[src/rtl/ct_spsram_512x144_ctrl.sv]
// rtl/ct_spsram_512x144_ctrl.sv - two-client round-robin controller for a 512x144 single-port SRAM
// Zero-fills the array after reset or init_req, then grants one client access per cycle.
module ct_spsram_512x144_ctrl #(
    parameter int ADDR_WIDTH = 9,
    parameter int DATA_WIDTH = 144
) (
    input  logic                  forever_cpuclk,
    input  logic                  cpurst_b,
    input  logic                  init_req,
    output logic                  init_done,
    input  logic                  req0_vld,
    input  logic                  req0_wr,
    input  logic [ADDR_WIDTH-1:0] req0_addr,
    input  logic [DATA_WIDTH-1:0] req0_wdata,
    input  logic [DATA_WIDTH-1:0] req0_wmask,
    output logic                  req0_rdy,
    input  logic                  req1_vld,
    input  logic                  req1_wr,
    input  logic [ADDR_WIDTH-1:0] req1_addr,
    input  logic [DATA_WIDTH-1:0] req1_wdata,
    input  logic [DATA_WIDTH-1:0] req1_wmask,
    output logic                  req1_rdy,
    output logic                  rd0_vld,
    output logic                  rd1_vld,
    output logic [DATA_WIDTH-1:0] rd_data,
    output logic [ADDR_WIDTH-1:0] sram_a,
    output logic                  sram_cen,
    output logic                  sram_gwen,
    output logic [DATA_WIDTH-1:0] sram_wen,
    output logic [DATA_WIDTH-1:0] sram_d,
    input  logic [DATA_WIDTH-1:0] sram_q
);

    typedef enum logic {
        ST_INIT = 1'b0,
        ST_RUN  = 1'b1
    } state_e;

    state_e                state_q, state_d;
    logic [ADDR_WIDTH-1:0] cnt_q, cnt_d;
    logic                  rr_q, rr_d;
    logic                  rd0_vld_q, rd0_vld_d;
    logic                  rd1_vld_q, rd1_vld_d;
    logic                  gnt0, gnt1;

    always_ff @(posedge forever_cpuclk or negedge cpurst_b) begin
        if (!cpurst_b) begin
            state_q   <= ST_INIT;
            cnt_q     <= '0;
            rr_q      <= 1'b0;
            rd0_vld_q <= 1'b0;
            rd1_vld_q <= 1'b0;
        end else begin
            state_q   <= state_d;
            cnt_q     <= cnt_d;
            rr_q      <= rr_d;
            rd0_vld_q <= rd0_vld_d;
            rd1_vld_q <= rd1_vld_d;
        end
    end

    // SRAM pins are combinational so a read granted in cycle N returns Q in N+1;
    // qualifying with cpurst_b keeps the macro idle while reset is held.
    always_comb begin
        state_d   = state_q;
        cnt_d     = cnt_q;
        rr_d      = rr_q;
        gnt0      = 1'b0;
        gnt1      = 1'b0;
        init_done = 1'b0;
        sram_a    = '0;
        sram_cen  = 1'b1;
        sram_gwen = 1'b1;
        sram_wen  = '1;
        sram_d    = '0;
        if (cpurst_b) begin
            case (state_q)
                ST_INIT: begin
                    sram_cen  = 1'b0;
                    sram_gwen = 1'b0;
                    sram_wen  = '0;
                    sram_a    = cnt_q;
                    cnt_d     = cnt_q + 1'b1;
                    if (cnt_q == {ADDR_WIDTH{1'b1}}) begin
                        state_d = ST_RUN;
                    end
                end
                ST_RUN: begin
                    init_done = 1'b1;
                    if (req0_vld && req1_vld) begin
                        gnt0 = ~rr_q;
                        gnt1 = rr_q;
                        rr_d = ~rr_q;
                    end else begin
                        gnt0 = req0_vld;
                        gnt1 = req1_vld;
                    end
                    if (gnt0) begin
                        sram_cen  = 1'b0;
                        sram_gwen = ~req0_wr;
                        sram_wen  = req0_wr ? ~req0_wmask : '1;
                        sram_d    = req0_wdata;
                        sram_a    = req0_addr;
                    end else if (gnt1) begin
                        sram_cen  = 1'b0;
                        sram_gwen = ~req1_wr;
                        sram_wen  = req1_wr ? ~req1_wmask : '1;
                        sram_d    = req1_wdata;
                        sram_a    = req1_addr;
                    end
                    if (init_req) begin
                        state_d = ST_INIT;
                        cnt_d   = '0;
                    end
                end
                default: state_d = ST_INIT;
            endcase
        end
    end

    assign rd0_vld_d = gnt0 & ~req0_wr;
    assign rd1_vld_d = gnt1 & ~req1_wr;

    assign req0_rdy = gnt0;
    assign req1_rdy = gnt1;
    assign rd0_vld  = rd0_vld_q;
    assign rd1_vld  = rd1_vld_q;
    assign rd_data  = sram_q;

endmodule

[config.mk]
export PLATFORM = sky130hd
export DESIGN_NAME = ct_spsram_512x144_ctrl
export DESIGN_NICKNAME = d
export VERILOG_FILES = /design/src/rtl/ct_spsram_512x144_ctrl.sv
export SDC_FILE = /design/constraint.sdc
export NUM_CORES = 1
export LEC_CHECK = 0
export CAP_MARGIN = 30
export CORE_AREA = 2 2 462 464
export CTS_BUF_LIST = sky130_fd_sc_hd__clkbuf_4
export CTS_CLUSTER_DIAMETER = 200
export DETAILED_ROUTE_END_ITERATION = 7
export DIE_AREA = 0 0 464 466
export REMOVE_ABC_BUFFERS = 1
export SETUP_SLACK_MARGIN = 0.1
export SLEW_MARGIN = 20
export SYNTH_ARGS = -nofsm -noshare
export SYNTH_HDL_FRONTEND = slang
export SYNTH_SLANG_ARGS = --single-unit
[constraint.sdc]
create_clock -name forever_cpuclk -period 1.6 [get_ports forever_cpuclk]
set_input_delay 0.16 -clock forever_cpuclk [delete_from_list [all_inputs] [get_ports forever_cpuclk]]
set_output_delay 0.16 -clock forever_cpuclk [all_outputs]
set_load 0.02 [all_outputs]
==> impl_results.md <==
* Run status: complete, but fails checks
* Failing checks: setup timing
* Ratio of total power to cell area at 276 nW/um^2
* Most area-hungry cell type in the Yosys netlist: a22o_1
* Clk pin slew, worst setup/hold paths at 90 ps
* TritonCTS buffer count at 3
* CP most frequent cell: buf_12
* Crit path from: rr_q
* Post-synthesis cell count at 628
* Final design area excluding fillers at between 20,000 and 25,000 um^2
* Non-filler cells, final at 4,321
* Die Ht at about 470 um
* Die ar. at 216,000 um^2
* Vias per cell at roughly 2.7
* Hold Worst Slack at 131 ps
* Number of top-level design ports at roughly 1.2k
* Net switching fraction of the power at 45.9%
* Most used standard cell by instance count after synthesis: buf_4
* Worst Reg2Reg Path Length in Cells at 5
* Clock tree sinks at 13
* Crit-path leading delay family: buffers and inverters
* Longest Clk Path Bufs at 2
* Slowest cell on the critical path: dfrtp_1
* Synth Warn # at 0
* Clock latency at the later pin of the worst-skew pair at 280 ps
* Final Hold Vio Count at 0
* Antenna violations before repair at around 210
* Sequential share of the synthesized area at 6.05%
* Time the final worst path needs with I/O delays and setup at 2310 ps
* Tightest Pin Transition at 473 ps
* Leakage at between 7 and 8 nW
* Total standard cell area after synthesis at 5380 um^2
* Worst ir drop on vdd at between 0.2 and 0.25 mV
* Synth-to-Final Area Change at 310%
* Number of distinct library cell variants in the gate-level netlist after synthesis at 37
* Placeable core region at 211,000 um^2
* Post-synthesis average cell area at 8.57 um^2
* Buffers added on ports at 904
* Filler instances at 24.1k
* Setup repair after global routing missed its margin: yes
* Final setup slack of the worst path at -711 ps
* CP arrival at 2150 ps
* Iteration count of the initial detailed-routing pass at 6
* H-Tree Depth at 1
* Crit Reg-Reg Startpoint: state_q
* Leading register cell type out of synthesis: dfrtp_1
* Final weighted congestion of routability-driven global placement at between 0.9 and 1
* FF+latch count, synth at 13
* Crit path depth at 6
* Max-cap viol count at 0
* Top cells by area, synth: a22o_1 (24%), buf_4 (22%), a221oi_2 (17%), a221oi_1 (14%), dfrtp_1 (6.0%)
* Switching power of the nets at 2.79 mW
* Worst-path fanout max at 8
* Chip Width at approximately 460 um
* Register-to-register setup slack at -20 ps
* Aggregate global-route resource usage at between 15 and 20%
* Comb power frac at 86.9%
* Hold/Removal Path Class: in -> async
* Final-report setup violation count at between 300 and 400
* Worst setup path category: reg -> out
* Number of routed nets with antenna violations at 0
* Endpoint type of the worst setup path: output pin
* Post-route clock period utilization at 144%
* Reg area at approximately 330 um^2
* Number of placement rows at 169
* Initial drt markers at between 1k and 1.5k
* Detailed-placement wirelength estimate at 178 mm
* Maximum number of pins on one net before global-route repair at 37
* Synth top cells by count: buf_4 (156), a22o_1 (147), a221oi_1 (84)
* DP Worst Slack at -1350 ps
* Final slew viol count at 0
* Multi-input logic area at 5280 um^2
* Relative slew margins at 68.4%
* Count of flip-flops with a built-in enable after synthesis at 0
* Worst-case clock skew at 0.483 ps
* Net total in the final layout at 2,219
* Starting utilization of the core area at roughly 2.5%
* Terminus of the critical flop-to-flop path: cnt_q[0]
* Maximum frequency from static timing analysis at 433 MHz
* Detailed-route via count at 11.8k
* Worst path cell trace: nand2b_4, and4_4, buf_12, buf_12, a221oi_4, buf_6
* First-pass GRT wire length at 220 mm
* Detailed-route DRC error count at 0
* Cell at the root of the clock tree: clkbuf_4
* Proportion of layout cells with a drive suffix above 1 at 47.7%
* Highest cell delay on the worst timing path at ~440 ps
* Internal portion of total power at 3.29 mW
* Inst Count DP at 4,216
* CTS tree: built
* Aggregate global routing overflow at 0
* Post-synthesis async set-or-reset flop share at 100%
* Wirelength per Cell at roughly 46 um
* Critical Path Source Type: register
* Area after DPL at 18,500 um^2
* Total buffers and inverters traversed by the critical path at 3
* Routed wire length at 199 mm
* End point of the critical path: sram_wen[122]
* Register share of total power at 9.2%
* Required time reported for the critical path endpoint at 1440 ps
* Area share of the leading cell type in the synthesized netlist at about a quarter
* Portion of total power attributed to the clock network at under 10%
* Via count of the first global-routing pass at 10.5k
-- timing repair --
item / CTS / global route
pin swaps: 113 / 94
gates cloned: 19 / 8
gates resized for setup: 681 / 216
endpoints found under the setup margin: 308 / 309
buffers inserted: 41 / 11
hold buffers: 0 / 0
-- through the flow --
step	power, mW	setup TNS [ps]	utilization [%]
floorplan	1.65	-2038660	-
global placement	5.32	-256820	8.75
detailed placement	5.37	-261140	8.76
CTS	5.87	-176060	9.72
global route	6.39	-189580	10.4
finish	6.08	-173060	10.4
-- worst min path at each step --
| stage | end | from | slack, ps |
|---|---|---|---|
| after floorplan | cnt_q[0] | cpurst_b | -140 |
| after global placement | rd_data[0] | sram_q[0] | 320 |
| after detailed placement | rd_data[0] | sram_q[0] | 320 |
| after CTS | rd1_vld | cpurst_b | 130 |
| after global routing | rd1_vld | cpurst_b | 130 |
| final | rd1_vld | cpurst_b | 130 |
-- placed cells by master (no fill, tap or decap), types with 3 or more instances in the layout --
cell type / instances
clkdlybuf4s50_1: 599
buf_12: 164
buf_6: 129
buf_4: 126
a221oi_2: 84
a22o_4: 81
a22o_1: 65
a221oi_4: 52
diode_2: 29
buf_16: 19
buf_8: 17
nand2_1: 13
nand3_1: 13
dfrtp_1: 13
o21ai_0: 11
a221oi_1: 8
a31oi_1: 8
clkbuf_16: 8
inv_1: 4
a21oi_1: 4
nor4_1: 4
clkbuf_4: 4
o31ai_1: 3
nand2b_1: 3
mux2i_1: 3
bufbuf_16: 3
dlygate4sd2_1: 3
-- worst min-delay path, cell delays in order --
cell and delay (ps):
dlygate4sd2_1 250, buf_4 190, buf_4 140
-- kinds of logic after synthesis --
| family | share of synthesized area (%) |
|---|---|
| flops | 6.05 |
| simple gates | 5.09 |
| xor+xnor | 0.163 |
| compound gates | 57.9 |
| mux | 0.767 |
| buf+inv | 29.6 |
| fa+ha+maj | 0.465 |
-- state kept, by name, summed over array words and instances (netlist names) --
name	count
cnt_q	9
rd0_vld	1
rd1_vld	1
rr_q	1
state_q	1
-- power groups by stage --
| stage | sequential, mW | clock [mW] | combinational (mW) |
|---|---|---|---|
| floorplan | 0.515 | 0 | 1.13 |
| global placement | 0.548 | 0 | 4.78 |
| detailed placement | 0.555 | 0 | 4.82 |
| CTS | 0.548 | 0.227 | 5.10 |
| global route | 0.568 | 0.249 | 5.57 |
| finish | 0.560 | 0.234 | 5.29 |
-- layer usage --
layer	share of wire [%]	track usage, %	routed length [um]	vias up
met1	34	17.1	66900	5541
met5	1.2	5.05	2350	-
met3	21	16.9	41700	418
met2	41	25.7	80900	1572
met4	3.4	3.30	6850	78
li1	-	-	-	4218
-- layout make-up --
class | instances | share of cell area, %
Multi-Input combinational cell | 379 | 23.9
Antenna cell | 29 | 0.329
Clock buffer | 4 | 0.136
Inverter | 5 | 0.0851
Sequential cell | 13 | 1.48
Timing Repair Buffer | 1070 | 58.0
Tap cell | 2821 | 16.0
Note: power is estimated with default switching activity, not from simulation.
